===== src/rtl/ser_pkg.sv =====
// rtl/ser_pkg.sv - shared state encodings and sizing helpers for the serializer
package ser_pkg;

  typedef enum logic [1:0] {
    ST_IDLE  = 2'b00,
    ST_SHIFT = 2'b01,
    ST_GAP   = 2'b10
  } ser_state_e;

  localparam int GAP_CNT_W = 4;

  function automatic int bit_cnt_w(input int data_w);
    return ($clog2(data_w) > 1) ? $clog2(data_w) : 1;
  endfunction

endpackage


===== src/rtl/piso_serializer_if.sv =====
// rtl/piso_serializer_if.sv - word-in handshake and serial-out bundle
interface piso_serializer_if #(
  parameter int DATA_W = 8
) ();

  logic [DATA_W-1:0] in_data;
  logic              in_valid;
  logic              in_ready;
  logic              ser_out;
  logic              ser_valid;
  logic              busy;

  modport master (
    output in_data,
    output in_valid,
    input  in_ready,
    input  ser_out,
    input  ser_valid,
    input  busy
  );

  modport slave (
    input  in_data,
    input  in_valid,
    output in_ready,
    output ser_out,
    output ser_valid,
    output busy
  );

endinterface


===== src/rtl/piso_serializer_shreg.sv =====
// rtl/piso_serializer_shreg.sv - loadable shift register; load with shift applies one shift to the loaded word
module piso_shreg #(
  parameter int DATA_W    = 8,
  parameter bit MSB_FIRST = 1'b1
) (
  input  logic              clk,
  input  logic              reset_n,
  input  logic              load_i,
  input  logic              shift_i,
  input  logic [DATA_W-1:0] din_i,
  output logic              head_o
);

  logic [DATA_W-1:0] sh_q;
  logic [DATA_W-1:0] src;
  logic [DATA_W-1:0] shifted;

  always_comb begin
    src     = load_i ? din_i : sh_q;
    shifted = MSB_FIRST ? {src[DATA_W-2:0], 1'b0} : {1'b0, src[DATA_W-1:1]};
  end

  always_ff @(posedge clk or negedge reset_n) begin
    if (!reset_n) begin
      sh_q <= '0;
    end else if (load_i || shift_i) begin
      sh_q <= shift_i ? shifted : src;
    end
  end

  assign head_o = MSB_FIRST ? sh_q[DATA_W-1] : sh_q[0];

endmodule


===== src/rtl/piso_serializer.sv =====
// rtl/piso_serializer.sv - parallel-in serial-out stage with idle gap and fixed idle fill
module piso_serializer
  import ser_pkg::*;
#(
  parameter int DATA_W    = 8,
  parameter bit MSB_FIRST = 1'b1,
  parameter int GAP       = 0,
  parameter bit IDLE_BIT  = 1'b0
) (
  input logic             clk,
  input logic             reset_n,
  piso_serializer_if.slave bus
);

  localparam int                   CW       = bit_cnt_w(DATA_W);
  localparam logic [CW-1:0]        LAST_BIT = CW'(DATA_W - 1);
  localparam logic [GAP_CNT_W-1:0] GAP_LOAD = GAP_CNT_W'((GAP > 0) ? GAP - 1 : 0);
  localparam bit                   HAS_GAP  = (GAP > 0);

  ser_state_e           state_q;
  logic [CW-1:0]        bit_cnt_q;
  logic [GAP_CNT_W-1:0] gap_cnt_q;
  logic                 ser_out_q;
  logic                 ser_valid_q;

  logic last_bit;
  logic in_ready;
  logic xfer;
  logic first_bit;
  logic sh_shift;
  logic sh_head;

  assign last_bit = (bit_cnt_q == LAST_BIT);

  // Ready is held low while reset is asserted even though the state reads IDLE.
  always_comb begin
    in_ready = 1'b0;
    case (state_q)
      ST_IDLE:  in_ready = reset_n;
      ST_SHIFT: in_ready = reset_n && !HAS_GAP && last_bit;
      default:  in_ready = 1'b0;
    endcase
  end

  assign xfer      = bus.in_valid && in_ready;
  assign first_bit = MSB_FIRST ? bus.in_data[DATA_W-1] : bus.in_data[0];
  assign sh_shift  = xfer || ((state_q == ST_SHIFT) && !last_bit);

  // The register runs one bit ahead of ser_out_q, so its head is always the next bit to present.
  piso_shreg #(
    .DATA_W    (DATA_W),
    .MSB_FIRST (MSB_FIRST)
  ) u_shreg (
    .clk     (clk),
    .reset_n (reset_n),
    .load_i  (xfer),
    .shift_i (sh_shift),
    .din_i   (bus.in_data),
    .head_o  (sh_head)
  );

  always_ff @(posedge clk or negedge reset_n) begin
    if (!reset_n) begin
      state_q     <= ST_IDLE;
      bit_cnt_q   <= '0;
      gap_cnt_q   <= '0;
      ser_out_q   <= IDLE_BIT;
      ser_valid_q <= 1'b0;
    end else begin
      case (state_q)
        ST_IDLE: begin
          if (xfer) begin
            state_q     <= ST_SHIFT;
            bit_cnt_q   <= '0;
            ser_out_q   <= first_bit;
            ser_valid_q <= 1'b1;
          end
        end
        ST_SHIFT: begin
          if (!last_bit) begin
            bit_cnt_q   <= bit_cnt_q + CW'(1);
            ser_out_q   <= sh_head;
            ser_valid_q <= 1'b1;
          end else if (xfer) begin
            bit_cnt_q   <= '0;
            ser_out_q   <= first_bit;
            ser_valid_q <= 1'b1;
          end else if (HAS_GAP) begin
            state_q     <= ST_GAP;
            gap_cnt_q   <= GAP_LOAD;
            ser_out_q   <= IDLE_BIT;
            ser_valid_q <= 1'b0;
          end else begin
            state_q     <= ST_IDLE;
            ser_out_q   <= IDLE_BIT;
            ser_valid_q <= 1'b0;
          end
        end
        ST_GAP: begin
          ser_out_q   <= IDLE_BIT;
          ser_valid_q <= 1'b0;
          if (gap_cnt_q == '0) begin
            state_q <= ST_IDLE;
          end else begin
            gap_cnt_q <= gap_cnt_q - GAP_CNT_W'(1);
          end
        end
        default: begin
          state_q     <= ST_IDLE;
          bit_cnt_q   <= '0;
          gap_cnt_q   <= '0;
          ser_out_q   <= IDLE_BIT;
          ser_valid_q <= 1'b0;
        end
      endcase
    end
  end

  assign bus.in_ready  = in_ready;
  assign bus.ser_out   = ser_out_q;
  assign bus.ser_valid = ser_valid_q;
  assign bus.busy      = (state_q == ST_SHIFT) || (state_q == ST_GAP);

endmodule


===== src/flat_wrapper.sv =====
// flat-port wrapper written by rule: the top's interface ports become plain ports
module piso_serializer_flat import ser_pkg::*;
#(
  parameter int DATA_W    = 8,
  parameter bit MSB_FIRST = 1'b1,
  parameter int GAP       = 0,
  parameter bit IDLE_BIT  = 1'b0
)
  (clk, reset_n, bus_in_data, bus_in_valid, bus_in_ready, bus_ser_out, bus_ser_valid, bus_busy);
  piso_serializer_if #(.DATA_W(DATA_W)) bus_i ();
  input logic clk;
  input logic reset_n;
  input wire logic [$bits(bus_i.in_data)-1:0] bus_in_data;
  input wire logic [$bits(bus_i.in_valid)-1:0] bus_in_valid;
  output wire logic [$bits(bus_i.in_ready)-1:0] bus_in_ready;
  output wire logic [$bits(bus_i.ser_out)-1:0] bus_ser_out;
  output wire logic [$bits(bus_i.ser_valid)-1:0] bus_ser_valid;
  output wire logic [$bits(bus_i.busy)-1:0] bus_busy;
  assign bus_i.in_data = bus_in_data;
  assign bus_i.in_valid = bus_in_valid;
  assign bus_in_ready = bus_i.in_ready;
  assign bus_ser_out = bus_i.ser_out;
  assign bus_ser_valid = bus_i.ser_valid;
  assign bus_busy = bus_i.busy;
  piso_serializer #(.DATA_W(DATA_W), .MSB_FIRST(MSB_FIRST), .GAP(GAP), .IDLE_BIT(IDLE_BIT)) u_core (.clk(clk), .reset_n(reset_n), .bus(bus_i));
endmodule

===== config.mk =====
export PLATFORM = sky130hd
export DESIGN_NAME = piso_serializer_flat
export DESIGN_NICKNAME = d
export VERILOG_FILES = /design/src/rtl/ser_pkg.sv /design/src/rtl/piso_serializer_if.sv /design/src/rtl/piso_serializer_shreg.sv /design/src/rtl/piso_serializer.sv /design/src/flat_wrapper.sv
export SDC_FILE = /design/constraint.sdc
export NUM_CORES = 1
export LEC_CHECK = 0
export BUFFER_PORTS_ARGS = -buffer_cell sky130_fd_sc_hd__buf_2
export CAP_MARGIN = 20
export CORE_MARGIN = 4
export CORE_UTILIZATION = 40
export DETAILED_ROUTE_END_ITERATION = 6
export PLACE_DENSITY_LB_ADDON = 0.2
export SYNTH_ARGS = -nofsm -noshare
export SYNTH_HDL_FRONTEND = slang
export SYNTH_SLANG_ARGS = --single-unit

===== constraint.sdc =====
create_clock -name clk -period 1.67 [get_ports clk]
set_clock_uncertainty 0.1 [all_clocks]
set_input_delay 0.167 -clock clk [delete_from_list [all_inputs] [get_ports clk]]
set_output_delay 0.167 -clock clk [all_outputs]
set_load 0.02 [all_outputs]

==> run metrics <==
placed instance count 87; busiest grt layer met2; final standard cell area without fillers 840 µm²; fraction of the core area covered by cells at the end of the flow 55.1%; starting utilization of the core area 43.2%; critical path class reg2out; leading area contributor after synthesis dfrtp_1; clock tree buffer depth 2; critical path launch point type flop; Ys Warns 0; Die Y-Extent 48.6 µm; Buf+Inv Stages, Crit Path 1; post-synthesis instance area 658 µm²; GR Util All Layers 11.0%; stage delay of the slowest cell on the critical path 0.41 ns; post-synth top area share 53.2%; TritonCTS clock tree yes; clk root buf clkbuf_4; max-cap check violation count 0; Core ar. 0.00152 mm²; CP max-delay cell dfrtp_1; Hold/Removal Path Class in2reg; average routed wire per standard cell 12.3 µm; Overflow after GRT 0; gate family responsible for the most delay along the worst path flip-flops; vias per cell 4.98; CP Data Arrival Time 1.44 ns; cell count after synthesis 56; final setup violating endpoints 1; buffers added on ports 14; sequential-to-total area share from yosys stat 53.2%; drt initial violations 2; Inserted Clock Buffers 3; post-route antenna net violation count 0; met3 Use GR 3.68%; num rows 14; highest ir drop seen on vdd 880 µV; most common library cells after synthesis dfrtp_1 (14), mux2i_1 (8), nand2_1 (8); number of storage elements in the synthesis netlist 14; sum of negative setup slack -0.0403 ns; largest fanout on the critical path 3; number of antenna violations at the first check in global routing 0; Area after DPL 739 µm²; Yosys cell types 19; WP depth 5; final count of hold timing violations 0; Post-synth top flop dfrtp_1; Synth-to-Final Area Change 27.6%; R2R cell count 7; number of vias in the routed layout 473; Worst-Skew Late Latency 0.28 ns; most frequent cell after synthesis dfrtp_1; final period utilization 102%; failing checks negative setup slack; number of placed I/O pins 15; outcome finished, violations left; CTS sink count 14; detailed-router iteration count before antenna repair 4; Cell Chain, Critical Path ha_2 > ha_4 > nand2b_4 > and2_4 > buf_6; number of inserted filler cells in the final layout 138; RSZ-0062 raised after global routing true; post-route insts no fill 95; Critical Path Sink Type output port; Die W 48.6 µm; post-detailed-route DRC marker count 0; Pwr Total 1.38 mW; number of max-slew violations in the final report 0; Max-slew headroom 83.1%; Async SR Flop Fraction 100%; global-route wire length before repair 1960 µm; met1 track utilization from global routing 14.3%; post-DP HPWL 850 µm; required time worst endpoint 1.40 ns; number of H-tree branching levels 1; EDFF count, synth 0; Syn Area/Cell 11.8 µm²; Setup WS post-layout -0.0403 ns; maximum number of pins on one net before global-route repair 12; Clock transition at path regs 0.09 ns; Area contributors post-synth dfrtp_1 (53%), mux2i_1 (12%), o21ai_1 (5.3%), nand2_1 (4.6%), ha_1 (3.8%); upper clock frequency limit 585 MHz; total number of nets in the final design 93; slew at the pin closest to its max-slew limit 0.253 ns; shortest clock period the worst path allows after layout 1.71 ns; final wirelength 1170 µm; standby leakage power 0.441 nW; last weighted congestion value of the routability-driven placer 0.716; fraction of layout cells with a size suffix above 1 39.2%; Diodes inserted 0; met2 track demand over resource 14.3%; number of cells on the worst hold path 3; Post-Synthesis Net Count 69; die area 0.00236 mm²; via count of the first global-routing pass 433; Power Density 1640 mW/mm²
cells by family after synthesis:
logic type	Yosys count	share of synthesized area, %
flops	14	53.2
mux	8	12.2
simple gates	15	12.9
compound gates	13	12.0
buf+inv	4	5.89
fa+ha+maj	2	3.80
routing by layer:
metal	vias to the layer above	wire, µm
li1	241	-
met4	0	38
met2	12	502
met3	4	77
met5	-	0
met1	216	553
cell usage in the layout, fill, tap and decap left out, types with 2 or more instances in the layout:
master	instances
a22o_1	2
mux2i_1	8
dfrtp_1	14
clkbuf_4	3
inv_1	2
buf_2	13
o21ai_0	2
nand2_1	8
o21ai_1	7
buf_4	6
stage by stage:
step | hold WS [ns] | setup slack, ns
CTS | 0.0442 | -0.0357
finish | 0.0535 | -0.0403
global placement | -0.0517 | 0.113
global route | 0.0386 | -0.0893
floorplan | -0.229 | 0.215
detailed placement | -0.0472 | 0.0891
repair_timing:
item / in CTS / in global routing
setup endpoints to repair: 1 / 1
hold endpoints to repair: 14 / 0
hold buffers: 1 / 0
setup buffers: 3 / 0
pin swaps: 1 / 0
gates resized for setup: 7 / 0
report_power, final:
part           internal, mW  switching, mW  total (mW)
sequential            0.465         0.0814       0.546
clock                 0.133          0.114       0.247
combinational         0.304          0.280       0.584
total                 0.902          0.476        1.38
final cells by class:
type	count	area (µm²)	area share, %
inverter	2	7.51	0.894
sequential	14	350	41.7
multi-input combinational	38	294	35.0
tap	16	20.0	2.38
clock buffer	4	36.3	4.32
timing repair buffer	21	131	15.6
flip-flops by register name (all words and copies together), names as in the netlist:
signal	cells
u_core.bit_cnt_q	3
u_core.bus.ser_valid	1
u_core.state_q	1
u_core.bus.ser_out	1
u_core.u_shreg.sh_q	8
worst min-delay path, stage by stage:
cell	delay, ns
buf_2	0.07
mux2i_1	0.05
o21ai_1	0.11
final timing paths:
path | from | end | slack (ns)
setup / recovery | u_core.bit_cnt_q[0] | bus_in_ready | -0.04
hold / removal | bus_in_data[4] | u_core.u_shreg.sh_q[5] | 0.05
setup reg to reg | u_core.bit_cnt_q[0] | u_core.bus.ser_out | 0.13
hold reg to reg | u_core.u_shreg.sh_q[4] | u_core.u_shreg.sh_q[5] | 0.39
max in group asynchronous | reset_n | u_core.bus.ser_out | 0.90
min in group asynchronous | reset_n | u_core.u_shreg.sh_q[0] | 0.18
(Power assumes the default switching activity.)
